[src/rtl/cbc_chain_controller.sv]
// CBC chaining wrapper around an external triple-DES core: XORs blocks with the
// chain register, issues them to the core and forms the chained result.
module cbc_chain_controller #(
  parameter int unsigned TIMEOUT_CYCLES = 255
) (
  input  logic        HCLK,
  input  logic        HRESET,
  input  logic        start,
  input  logic        mode,
  input  logic [63:0] data_in,
  input  logic        iv_load,
  input  logic [63:0] iv_in,
  output logic        des_enable,
  output logic        des_encr_decr,
  output logic [63:0] des_data,
  input  logic [63:0] des_result,
  input  logic        des_done,
  output logic        result_valid,
  output logic [63:0] result_data,
  output logic        busy,
  output logic        overrun,
  output logic        timeout
);

  typedef enum logic [1:0] {
    S_IDLE   = 2'd0,
    S_ISSUE  = 2'd1,
    S_WAIT   = 2'd2,
    S_OUTPUT = 2'd3
  } state_t;

  localparam logic [15:0] TIMEOUT_LIM = 16'(TIMEOUT_CYCLES);

  state_t      state_q;
  logic [63:0] chain_q;
  logic [63:0] saved_ct_q;
  logic [63:0] des_data_q;
  logic [63:0] result_data_q;
  logic [15:0] cnt_q;
  logic        des_enable_q;
  logic        mode_q;
  logic        result_valid_q;
  logic        busy_q;
  logic        overrun_q;
  logic        timeout_q;

  logic [63:0] chain_sel_d;
  logic [15:0] cnt_d;
  logic        req_while_busy;

  // A same-cycle IV load takes effect before the block is chained.
  assign chain_sel_d    = iv_load ? iv_in : chain_q;
  assign cnt_d          = (cnt_q == 16'hFFFF) ? cnt_q : cnt_q + 16'd1;
  assign req_while_busy = (state_q != S_IDLE) && (start || iv_load);

  always_ff @(posedge HCLK or negedge HRESET) begin
    if (!HRESET) begin
      state_q        <= S_IDLE;
      chain_q        <= '0;
      saved_ct_q     <= '0;
      des_data_q     <= '0;
      result_data_q  <= '0;
      cnt_q          <= '0;
      des_enable_q   <= 1'b0;
      mode_q         <= 1'b0;
      result_valid_q <= 1'b0;
      busy_q         <= 1'b0;
      overrun_q      <= 1'b0;
      timeout_q      <= 1'b0;
    end else begin
      des_enable_q   <= 1'b0;
      result_valid_q <= 1'b0;

      case (state_q)
        S_IDLE: begin
          if (iv_load) begin
            chain_q   <= iv_in;
            overrun_q <= 1'b0;
            timeout_q <= 1'b0;
          end
          if (start) begin
            mode_q       <= mode;
            des_data_q   <= mode ? (data_in ^ chain_sel_d) : data_in;
            if (!mode) begin
              saved_ct_q <= data_in;
            end
            des_enable_q <= 1'b1;
            busy_q       <= 1'b1;
            state_q      <= S_ISSUE;
          end
        end

        S_ISSUE: begin
          cnt_q   <= '0;
          state_q <= S_WAIT;
        end

        S_WAIT: begin
          if (des_done) begin
            if (mode_q) begin
              result_data_q <= des_result;
              chain_q       <= des_result;
            end else begin
              result_data_q <= des_result ^ chain_q;
              chain_q       <= saved_ct_q;
            end
            result_valid_q <= 1'b1;
            state_q        <= S_OUTPUT;
          end else begin
            cnt_q <= cnt_d;
            // Abandon the block once the counter reaches the limit.
            if (cnt_d == TIMEOUT_LIM) begin
              timeout_q <= 1'b1;
              busy_q    <= 1'b0;
              state_q   <= S_IDLE;
            end
          end
        end

        S_OUTPUT: begin
          busy_q  <= 1'b0;
          state_q <= S_IDLE;
        end

        default: begin
          busy_q  <= 1'b0;
          state_q <= S_IDLE;
        end
      endcase

      if (req_while_busy) begin
        overrun_q <= 1'b1;
      end
    end
  end

  assign des_enable    = des_enable_q;
  assign des_encr_decr = mode_q;
  assign des_data      = des_data_q;
  assign result_valid  = result_valid_q;
  assign result_data   = result_data_q;
  assign busy          = busy_q;
  assign overrun       = overrun_q;
  assign timeout       = timeout_q;

endmodule

[config.mk]
export PLATFORM = sky130hd
export DESIGN_NAME = cbc_chain_controller
export DESIGN_NICKNAME = d
export VERILOG_FILES = /design/src/rtl/cbc_chain_controller.sv
export SDC_FILE = /design/constraint.sdc
export NUM_CORES = 1
export LEC_CHECK = 0
export ABC_AREA = 1
export BUFFER_PORTS_ARGS = -buffer_cell sky130_fd_sc_hd__buf_2
export CORE_MARGIN = 2
export CORE_UTILIZATION = 55
export CTS_CLUSTER_SIZE = 10
export DETAILED_ROUTE_END_ITERATION = 7
export GPL_TIMING_DRIVEN = 0
export PLACE_DENSITY_LB_ADDON = 0.08
export SLEW_MARGIN = 20
export SYNTH_ARGS = -nofsm -noshare
export SYNTH_HDL_FRONTEND = slang
export SYNTH_SLANG_ARGS = --single-unit
[constraint.sdc]
create_clock -name HCLK -period 2.23 [get_ports HCLK]
set_input_delay 0.1115 -clock HCLK [delete_from_list [all_inputs] [get_ports HCLK]]
set_output_delay 0.1115 -clock HCLK [all_outputs]
set_load 0.02 [all_outputs]
; ---- Word level (Yosys, flattened, before mapping)
; Index checks and enable logic that the tools add are counted.
[word_totals]
reg_bits = 280
input_bits = 198
out_inout_bits = 134
word_cells = 72
[op_classes]
n_bitwise = 3
n_reduce_logical = 18
addsub = 1
muxes = 27
eq_ne = 11
[ops]
columns = cell, count
row1 = 64-bit two-way mux, 5
row2 = 64-bit one-hot mux with 2 select lines, 1
row3 = 64-bit bitwise XOR, 2
row4 = 16-bit two-way mux, 2
row5 = 16-bit one-hot mux with 2 select lines, 1
row6 = "16-bit by 1-bit adder with 16-bit output, second input constant", 1
row7 = "16-bit equality test, second input constant", 1
row8 = "16-bit by 8-bit equality test with 1-bit output, second input constant", 1
row9 = 1-bit two-way mux, 12
row10 = 2-bit AND reduction, 6
row11 = "2-bit inequality test, second input constant", 5
row12 = 2-bit nonzero test, 5
row13 = 2-bit one-hot mux with 4 select lines, 1
row14 = 4-bit AND reduction, 2
row15 = 2-bit two-way mux, 3
row16 = "2-bit equality test, second input constant", 2
row17 = "3-bit inequality test, second input constant", 1
row18 = 1-bit one-hot mux with 3 select lines, 1
row19 = 3-bit AND reduction, 1
row20 = 3-bit nonzero test, 1
row21 = "2-bit by 1-bit equality test with 1-bit output, second input constant", 1
row22 = 2-bit logical NOT, 1
row23 = 1-bit one-hot mux with 2 select lines, 1
row24 = 1-bit logical AND, 1
row25 = 2 further kinds, 2

; ---- Logic depth before layout (Yosys ltp)
; Gate-level depths: netlist (run 1).
[logic_depth]
depth_word = 6
depth_mapped = 15
depth_no_buf = 15

; ---- Worst setup path after synthesis (run 1)
; No wires, ideal clock.
[synth_timing]
path_type = register to register
startpoint = register state_q[0]
endpoint = register chain_q[56]
stages_incl_launch_ff = 10
arrival_time_ps = 1676
synth_period_minus_slack_ps = 1806
required_ps = 2100
n_path_buf = 3
setup_time_ps = 130
slack_ps = 424
cell_sequence = dfrtp_1 inv_1 ha_1 nand2_1 clkbuf_1 nand2_1 buf_2 buf_2 nor2_1 a31oi_1
[synth_via]
elab_chain_cells = 3
word_cells_on_any_way = 6
classes_between = eq/ne: 2 / mux: 1 / reduce/logical: 3
[synth_rtl]
columns = element, line
row1 = start: declaration, 34  ; state_t state_q;
row2 = start signal: assignment, 58  ; state_q <= S_IDLE;
row3 = start signal: assignment, 89  ; state_q <= S_ISSUE;
row4 = start signal: assignment, 95  ; state_q <= S_WAIT;
row5 = 2-bit equality test / 2-bit logical NOT (equally long branches), 74  ; case (state_q)
row6 = 2-bit inequality test (no line) / 2-bit nonzero test (equally long branches), n/a
row7 = 2-bit AND reduction (no line), n/a
row8 = end signal: assignment, 77  ; chain_q <= iv_in;
row9 = end signal: assignment, 102  ; chain_q <= des_result;
row10 = end signal: assignment, 105  ; chain_q <= saved_ct_q;
row11 = end: declaration, 35  ; logic [63:0] chain_q;
; Several ways; a longest one is shown, not always the timed one.
; A chain may end at the register's enable or synchronous reset.

; ---- Worst setup path in the final report (run 1)
[layout_timing]
startpoint = register state_q[0]
endpoint = register chain_q[20]
; The elaborated chain is that of the path after synthesis.

==> results.toml, run 1 <==
[run_status]
status = "finished clean"

[power_and_ir_drop]
p_comb_share_pct = 44.2
p_int_mw = 14.4
power_mw = 25.3
p_leak_nw = 9.55
netSwitchingFraction_pct = 43.1
power.switching_mw = 10.9
powerDensity_mw_per_mm2 = 1320
share_seq_of_total_power_pct = 34.8
peakVddDrop_mv = 0.732
power_frac_clock_pct = 21.0

[sta]
fin_crit_ns = 2.14
setup_viol = 0
slew_headroom_pct = 47.4
slew_violations = 0
tightest_slew_ns = 0.789
fin_crit_sh_pct = 95.9
fin_tns_setup_ns = 0
fmaxAchievable_mhz = 468
finalHoldViolCount = 0
skew_ns = 0.00716
hold_slack_ns = 0.00217

[logic_synthesis]
seq_area_frac_synth_pct = 49.2
synth.avg_cell_area_sq_um = 7.81
syn_nets = 2026
synth_area_sq_mm = 0.0142
syn-instance-count = 1823
synth_seq_cells = 280
yosysUniqueCellTypes = 24
ys_warn_count = 0

[min_path]
hold_path_class = "input pin to register"

[setup_path]
required_ns = 2.64
crit_slowest_cell = "clkbuf_1"
crit_arrival_ns = 2.55
crit_top_cell = "inv_1"
path_buf_inv = 4
crit_family = "buffers and inverters"
path_cells = "inv_1 > ha_4 > inv_1 > clkbuf_2 > clkbuf_1 > nand2_1 > a31oi_1"
critPathMaxStageDelay_ns = 0.45
criticalPathCategory = "register to register"
worst_setup_path_end_kind = "register"
start_kind = "register"
path_max_fanout = 10

[place]
dpl_cell_area_sq_mm = 0.0164
gp_congestion = 0.922
numPortBuffers = 331
dp_hpwl_microns = 33200

[layout]
nNetsFinal = 2556
utilization_pct = 75.7
design_area_sq_mm = 0.0192
drive_above_1_share_pct = 19.0
area_growth_pct = 34.7

[floorplan]
start_util_pct = 56.2
io_pins = 332
core_area_sq_mm = 0.0253
die_height_microns = 165
row_count = 58
dieArea_sq_mm = 0.0272
fp.dieW_microns = 165

[routing]
drc = 0
wl_per_cell_microns = 18.1
first_pass_iters = 5
viasPerCell = 5.58
drtIter0Drc = 1389
vias = 15100
antenna_left = 0
wl_microns = 48900

[flow_run]
cap_violations = 0

[grt]
grt_start_max_net_pins = 84
track_usage_pct = 35.8
grt_pass1_vias = 14800
antenna_found_initial = 6
grt_overflow_total = 0
grt_pass1_wl_microns = 75900

[clock_tree]
clock-root-buffer = "clkbuf_16"
ctsLongestPathBuffers = 3
path_clk_slew_ns = 0.05
cts_tree = "done"
clk_latency_ns = 0.51
cts_sinks = 280
cts_max_level = 2
cts_buffers = 35
## power by group through the flow
stage / sequential [mW] / combinational [mW] / clock (mW)
finish: 8.82 / 11.2 / 5.31
global route: 9.04 / 12.4 / 5.55
CTS: 8.75 / 10.9 / 5.34
detailed placement: 8.79 / 10.6 / 0
global placement: 8.72 / 10.3 / 0
floorplan: 9.90 / 5.63 / 0
## state kept, by name, indices dropped and copies added (netlist names)
name           flops
busy               1
overrun            1
result_valid       1
state_q            2
des_data          64
timeout            1
des_encr_decr      1
saved_ct_q        64
chain_q           64
cnt_q             16
des_enable         1
result_data       64
## worst register-to-register path, stage by stage (launching register included)
cell	delay, ns
dfrtp_1	0.42
inv_1	0.12
ha_4	0.21
inv_1	0.10
clkbuf_2	0.41
clkbuf_1	0.45
nand2_1	0.13
a31oi_1	0.22
## cell usage after synthesis
library cell | instances | share of area (%)
inv_1 | 92 | 2.4
nor2_4 | 3 | 0.24
clkbuf_1 | 74 | 2.0
ha_1 | 5 | 0.44
a21oi_1 | 66 | 2.3
nand4_1 | 5 | 0.22
nand2_2 | 5 | 0.22
nand3_2 | 2 | 0.14
o22ai_1 | 2 | 0.088
nor2_1 | 90 | 2.4
buf_6 | 1 | 0.079
nand3_1 | 22 | 0.77
inv_2 | 2 | 0.053
or2_2 | 2 | 0.088
o21ai_0 | 278 | 9.8
o21ai_1 | 2 | 0.070
xor2_1 | 132 | 8.1
dfrtp_1 | 280 | 49
buf_1 | 16 | 0.42
buf_2 | 24 | 0.84
a31oi_1 | 63 | 2.8
nand2_1 | 655 | 17
nor2_2 | 1 | 0.044
nand4_2 | 1 | 0.088
## worst paths after layout
kind | start | end | slack, ns | depth (start not counted)
hold / removal | iv_in[42] | chain_q[42]$_DFFE_PN0P_ | 0.002 | 5
setup / recovery | state_q[0]$_DFFE_PN0P_ | chain_q[20]$_DFFE_PN0P_ | 0.09 | 7
setup reg to reg | state_q[0]$_DFFE_PN0P_ | chain_q[20]$_DFFE_PN0P_ | 0.09 | 7
min in group asynchronous | HRESET | cnt_q[11]$_DFFE_PN0P_ | 0.10 | 2
hold reg to reg | saved_ct_q[62]$_DFFE_PN0P_ | saved_ct_q[62]$_DFFE_PN0P_ | 0.47 | 2
max in group asynchronous | HRESET | chain_q[32]$_DFFE_PN0P_ | 0.95 | 4
## cells by family (layout without fill, tap and decap cells)
kind of cell / after synthesis / after routing / synth area share [%]
AND/OR/NAND/NOR: 786 / 786 / 21.4
AO/OA/AOI/OAI: 411 / 411 / 15.0
flip-flops: 280 / 280 / 49.2
buffers and inverters: 209 / 749 / 5.77
XOR/XNOR: 132 / 132 / 8.12
adder cells (fa/ha/maj): 5 / 5 / 0.439
other: 0 / 7 / 0
## what timing repair did
item                                    4_1_cts  5_1_grt
cloned                                        0        0
endpoints found under the setup margin      277      143
setup buffers                                 0        1
hold buffers                                159        0
resized for setup                            25       39
hold endpoints to repair                    444        0
## placed cells by master, fill, tap and decap left out, types with 2 or more instances in the layout
cell type / instances
o21ai_1: 2
dfrtp_1: 280
ha_1: 2
buf_16: 3
nor2_2: 2
clkbuf_2: 13
clkbuf_4: 11
clkbuf_8: 6
dlygate4sd3_1: 159
buf_1: 10
nand3_2: 2
or2_2: 2
clkbuf_1: 59
nor2_4: 4
nand2_2: 7
diode_2: 7
o22ai_1: 2
xor2_1: 132
inv_2: 2
a21oi_1: 66
inv_1: 92
a31oi_1: 63
o21ai_0: 278
buf_2: 347
nor2_1: 88
nand3_1: 22
nand4_1: 5
clkbuf_16: 37
ha_4: 2
nand2_1: 653
buf_4: 6
## per-stage QoR
step	cells	setup WS (ns)
final	2700	0.0913
after global routing	2697	-0.0191
after global placement	2484	-4.26
after CTS	2692	0.0120
after floorplan	1823	0.424
after detailed placement	2487	-0.530
## layout make-up
type,count,area (sq um)
sequential,280,7010
multi-input combinational,1334,6460
fill,1934,6140
timing repair buffer,494,3350
clock buffer,45,1010
buffer,114,543
tap,330,413
inverter,94,353
clock inverter,2,35.0
antenna,7,17.5
## per-layer routing
metal | vias up | wire (microns) | share of wire, % | track usage, %
li1 | 6920 | - | - | -
met1 | 7086 | 18900 | 39 | 44.9
met2 | 870 | 23100 | 47 | 59.2
met3 | 185 | 4570 | 9.3 | 7.46
met4 | 0 | 2360 | 4.8 | 17.4
met5 | - | 0 | 0 | 0
Note: power is estimated with default switching activity, not from simulation.
==> run 2, diff against run 1 <==
--- a/config.mk
+++ b/config.mk
@@ -13,6 +13,7 @@
 export DETAILED_ROUTE_END_ITERATION = 7
 export GPL_TIMING_DRIVEN = 0
 export PLACE_DENSITY_LB_ADDON = 0.08
+export SETUP_SLACK_MARGIN = 0.3
 export SLEW_MARGIN = 20
 export SYNTH_ARGS = -nofsm -noshare
 export SYNTH_HDL_FRONTEND = slang
==> results.toml, run 2 (synthesis results as in run 1) <==
[run_status]
status = "complete, but fails checks"
violations = "DRC"

[power_and_ir_drop]
p_leak_nw = 9.78
power.switching_mw = 11.1
netSwitchingFraction_pct = 42.9
power_frac_clock_pct = 20.6
peakVddDrop_mv = 0.746
p_comb_share_pct = 45.2
p_int_mw = 14.8
powerDensity_mw_per_mm2 = 1320
share_seq_of_total_power_pct = 34.2
power_mw = 25.8

[setup_path]
criticalPathCategory = "register to register"
path_cells = "ha_4 > nand3_4 > inv_4 > nand4_4 > buf_6 > nand3_2 > nor2_2 > nand2_2 > nor2_4 > nand2_2 > nand2_2 > nand2_1 > nand2_1 > o21ai_1"
start_kind = "register"
path_buf_inv = 2
path_max_fanout = 6
crit_slowest_cell = "dfrtp_2"
critPathMaxStageDelay_ns = 0.43
worst_setup_path_end_kind = "register"
crit_top_cell = "nand2_2"
crit_arrival_ns = 2.38
crit_family = "simple AND/OR/NAND/NOR gates"
required_ns = 2.62

[routing]
drc = 5
antenna_left = 0
viasPerCell = 5.57
first_pass_iters = 8
wl_microns = 49700
wl_per_cell_microns = 18.3
drtIter0Drc = 1329
vias = 15100

[place]
dp_hpwl_microns = 33200
gp_congestion = 0.922
numPortBuffers = 331
dpl_worst_slack_ns = -0.530

[grt]
grt_pass1_vias = 15000
antenna_found_initial = 6
grt_pass1_wl_microns = 76700
grt_overflow_total = 0
grt_start_max_net_pins = 84
track_usage_pct = 36.1

[sta]
fin_crit_sh_pct = 89.4
skew_ns = 0.00868
fin_crit_ns = 1.99
setup_viol = 0
fin_tns_setup_ns = 0
fmaxAchievable_mhz = 502
slew_violations = 0
slew_headroom_pct = 45.3
tightest_slew_ns = 0.821
finalHoldViolCount = 0
rsz0062_at_grt = "true"
fin_ws_ns = 0.237

[layout]
drive_above_1_share_pct = 21.6
fill_cells = 1873
area_growth_pct = 37.7
layout_common_cells = "648 x nand2_1, 337 x buf_2, 277 x o21ai_0"
layout_commonest_cell = "nand2_1"
nNetsFinal = 2575

[floorplan]
row_count = 58
io_pins = 332
fp.dieW_microns = 165
start_util_pct = 56.2
die_height_microns = 165
dieArea_sq_mm = 0.0272
core_area_sq_mm = 0.0253

[clock_tree]
ctsLongestPathBuffers = 3
clk_latency_ns = 0.51
cts_buffers = 35
cts_tree = "done"
clock-root-buffer = "clkbuf_16"
path_clk_slew_ns = 0.06
cts_max_level = 2
cts_sinks = 280

[flow_run]
cap_violations = 0

[min_path]
hold_path_class = "input pin to register"
-- run 2: cell types whose count changed in the layout (fill, tap and decap cells not counted), sizes merged --
| cell | delta |
|---|---|
| buf | +25 |
| clkbuf | -6 |
| diode | -1 |
-- run 2: worst reg2reg max path: stages, from the launching register on --
cell	delay, ns
dfrtp_2	0.43
ha_4	0.18
nand3_4	0.12
inv_4	0.06
nand4_4	0.11
buf_6	0.16
nand3_2	0.09
nor2_2	0.13
nand2_2	0.08
nor2_4	0.12
nand2_2	0.09
nand2_2	0.10
nand2_1	0.06
nand2_1	0.07
o21ai_1	0.07
-- run 2: layer usage --
| metal | share of wire, % | wire [microns] | global-route usage [%] |
|---|---|---|---|
| met5 | 0 | 0 | 0 |
| met4 | 4.4 | 2190 | 16.8 |
| met3 | 8.7 | 4340 | 7.21 |
| met2 | 48 | 23800 | 60.3 |
| met1 | 39 | 19400 | 45.4 |
-- run 2: layout make-up --
| type | instances | area (sq um) | share of cell area [%] |
|---|---|---|---|
| Clock inverter | 2 | 35.0 | 0.179 |
| Inverter | 94 | 355 | 1.81 |
| Multi-Input combinational cell | 1334 | 6600 | 33.6 |
| Clock buffer | 45 | 1010 | 5.13 |
| Antenna cell | 6 | 15.0 | 0.0766 |
| Tap cell | 330 | 413 | 2.11 |
| Buffer | 115 | 696 | 3.55 |
| Timing Repair Buffer | 512 | 3480 | 17.7 |
| Sequential cell | 280 | 7010 | 35.8 |
-- run 2: path summary, 6_finish.rpt --
kind | startpoint | endpoint | slack [ns] | cells past startpoint
setup / recovery | cnt_q[1]$_DFFE_PN0P_ | busy$_DFFE_PN0P_ | 0.24 | 14
hold / removal | iv_in[42] | chain_q[42]$_DFFE_PN0P_ | 0.00008 | 5
setup reg to reg | cnt_q[1]$_DFFE_PN0P_ | busy$_DFFE_PN0P_ | 0.24 | 14
hold reg to reg | saved_ct_q[62]$_DFFE_PN0P_ | saved_ct_q[62]$_DFFE_PN0P_ | 0.47 | 2
max in group asynchronous | HRESET | des_data[32]$_DFFE_PN0P_ | 0.94 | 4
min in group asynchronous | HRESET | cnt_q[11]$_DFFE_PN0P_ | 0.10 | 2
-- run 2: what timing repair did --
item,4_1_cts,5_1_grt
hold buffers,159,0
pin swaps,7,17
setup buffers,10,8
resized for setup,102,58
endpoints found under the setup margin,278,236
hold endpoints to repair,444,0
gates cloned,1,0
-- run 2: power by group through the flow --
stage	sequential [mW]	combinational (mW)	clock, mW
4_1_cts	8.75	11.3	5.34
5_1_grt	9.05	12.8	5.55
6_report	8.84	11.7	5.32
2_1_floorplan	9.90	5.63	0
3_5_place_dp	8.79	10.6	0
3_3_place_gp	8.72	10.3	0
-- run 2: per-stage QoR --
step	cells	hold slack (ns)	util (%)	area [sq um]
finish	2718	0.0000835	77.4	19600
global route	2716	0.0305	77.4	19600
CTS	2704	0.000444	76.6	19400
detailed placement	2487	0.0369	64.8	16400
global placement	2484	0.349	64.4	16300
floorplan	1823	-0.184	-	14200
==> run 3, diff against run 2 <==
--- a/config.mk
+++ b/config.mk
@@ -12,7 +12,9 @@
 export CTS_CLUSTER_SIZE = 10
 export DETAILED_ROUTE_END_ITERATION = 7
 export GPL_TIMING_DRIVEN = 0
+export MAX_ROUTING_LAYER = met4
 export PLACE_DENSITY_LB_ADDON = 0.08
+export REMOVE_ABC_BUFFERS = 1
 export SETUP_SLACK_MARGIN = 0.3
 export SLEW_MARGIN = 20
 export SYNTH_ARGS = -nofsm -noshare
==> results.toml, run 3 (synthesis results as in run 1) <==
[layout]
fill_cells = 1809
area_growth_pct = 37.9
drive_above_1_share_pct = 20.4
utilization_pct = 77.5
design_area_sq_mm = 0.0196
layout_common_cells = "648 x nand2_1, 328 x buf_2, 278 x o21ai_0"
regArea_sq_mm = 0.00701
layout_commonest_cell = "nand2_1"
multi_input_area_sq_mm = 0.00667
nNetsFinal = 2502

[min_path]
min-delay-start = "iv_in[51]"
hold_path_class = "input pin to register"

[power_and_ir_drop]
powerDensity_mw_per_mm2 = 1300
p_leak_nw = 9.69
peakVddDrop_mv = 1.01

[sta]
skew_ns = 0.0137
finalHoldViolCount = 0
fin_crit_ns = 2.06
rsz0062_at_grt = "true"
fin_crit_sh_pct = 92.5
setup_viol = 0
slew_headroom_pct = 65.4
tightest_slew_ns = 0.519
fin_ws_ns = 0.168
fmaxAchievable_mhz = 485
slew_violations = 0

[grt]
grt_pass1_wl_microns = 72000
grt_start_max_net_pins = 100
grt_pass1_vias = 14300
track_usage_pct = 34.6
grt_overflow_total = 0
antenna_found_initial = 2

[routing]
drc = 0
wl_per_cell_microns = 17.7
viasPerCell = 5.53
first_pass_iters = 7
wl_microns = 46800
drtIter0Drc = 1254
vias = 14600
antenna_left = 0

[setup_path]
path_max_fanout = 5
required_ns = 2.62
start_kind = "register"
worst_setup_path_end_kind = "register"
worstSetupStartpoint = "cnt_q[1]$_DFFE_PN0P_"
criticalPathCategory = "register to register"
timing.rr.start = "cnt_q[1]$_DFFE_PN0P_"
crit_arrival_ns = 2.45

[clock_tree]
ctsLongestPathBuffers = 3
clock-root-buffer = "clkbuf_16"
cts_tree = "done"
clk_latency_ns = 0.51
cts_sinks = 280
cts_max_level = 2
path_clk_slew_ns = 0.06
cts_buffers = 34

[place]
dpl_cell_area_sq_mm = 0.0163
dp_hpwl_microns = 25500
dpl_worst_slack_ns = -0.781
gp_congestion = 0.874
numPortBuffers = 331

[floorplan]
fp.dieW_microns = 165
start_util_pct = 56.2
row_count = 58
die_height_microns = 165
dieArea_sq_mm = 0.0272
io_pins = 332
core_area_sq_mm = 0.0253

[run_status]
status = "finished clean"

[flow_run]
cap_violations = 0
[run 3: layout make-up]
cell class	count	area share, %
well taps	330	2.10
multi-input cells	1339	34.0
diodes	3	0.0382
repair inverters	1	0.0446
clock buffers	44	5.00
inverters	94	2.03
repair buffers	549	21.1
flip-flops and latches	280	35.7
[run 3: path summary, 6_finish.rpt]
check / cells past startpoint / endpoint / slack (ns)
max in group asynchronous: 4 / saved_ct_q[58]$_DFFE_PN0P_ / 1.04
min reg2reg: 2 / saved_ct_q[62]$_DFFE_PN0P_ / 0.47
max reg2reg: 13 / busy$_DFFE_PN0P_ / 0.17
min: 5 / chain_q[51]$_DFFE_PN0P_ / 0.008
max: 13 / busy$_DFFE_PN0P_ / 0.17
min in group asynchronous: 2 / result_data[55]$_DFFE_PN0P_ / 0.08
[run 3: timing repair]
item                                    in CTS  in global routing
setup buffers                                6                 15
hold endpoints to repair                   397                  0
pin swaps                                    7                 12
endpoints found under the setup margin     206                105
hold buffers                               176                  0
gates cloned                                 6                  5
gates resized for setup                     32                 23
[run 3: metal layers]
layer,track usage [%],vias to the layer above,routed length [microns]
met5,-,-,0
met4,13.6,0,1660
met3,7.03,142,4140
met2,55.4,723,22300
met1,43.4,6915,18700
li1,-,6809,-
[run 3: critical path, stage by stage, from the launching register on]
cell	delay, ns
dfrtp_2	0.44
ha_4	0.19
nand3_4	0.12
inv_6	0.11
nand2_4	0.07
nor2_4	0.18
xor2_2	0.19
nand3_1	0.12
nor2_1	0.14
nand2_2	0.10
nand2_4	0.09
nand2_1	0.06
nand2_1	0.07
o21ai_1	0.07
[run 3: through the flow]
step,setup TNS [ns],total power [mW],instances,hold slack [ns]
6_report,0,25.4,2640,0.00769
2_1_floorplan,-656.98,15.1,1708,-0.184
4_1_cts,0,25.0,2617,0.000998
3_5_place_dp,-49.08,18.8,2385,0.0387
3_3_place_gp,-2692.72,17.4,2369,0.346
5_1_grt,0,27.1,2639,0.0411
[run 3: report_power, final]
part	switching [mW]	leakage [nW]	internal [mW]
sequential	1.31	3.42	7.45
combinational	7.52	5.78	4.09
clock	2.03	0.482	3.04
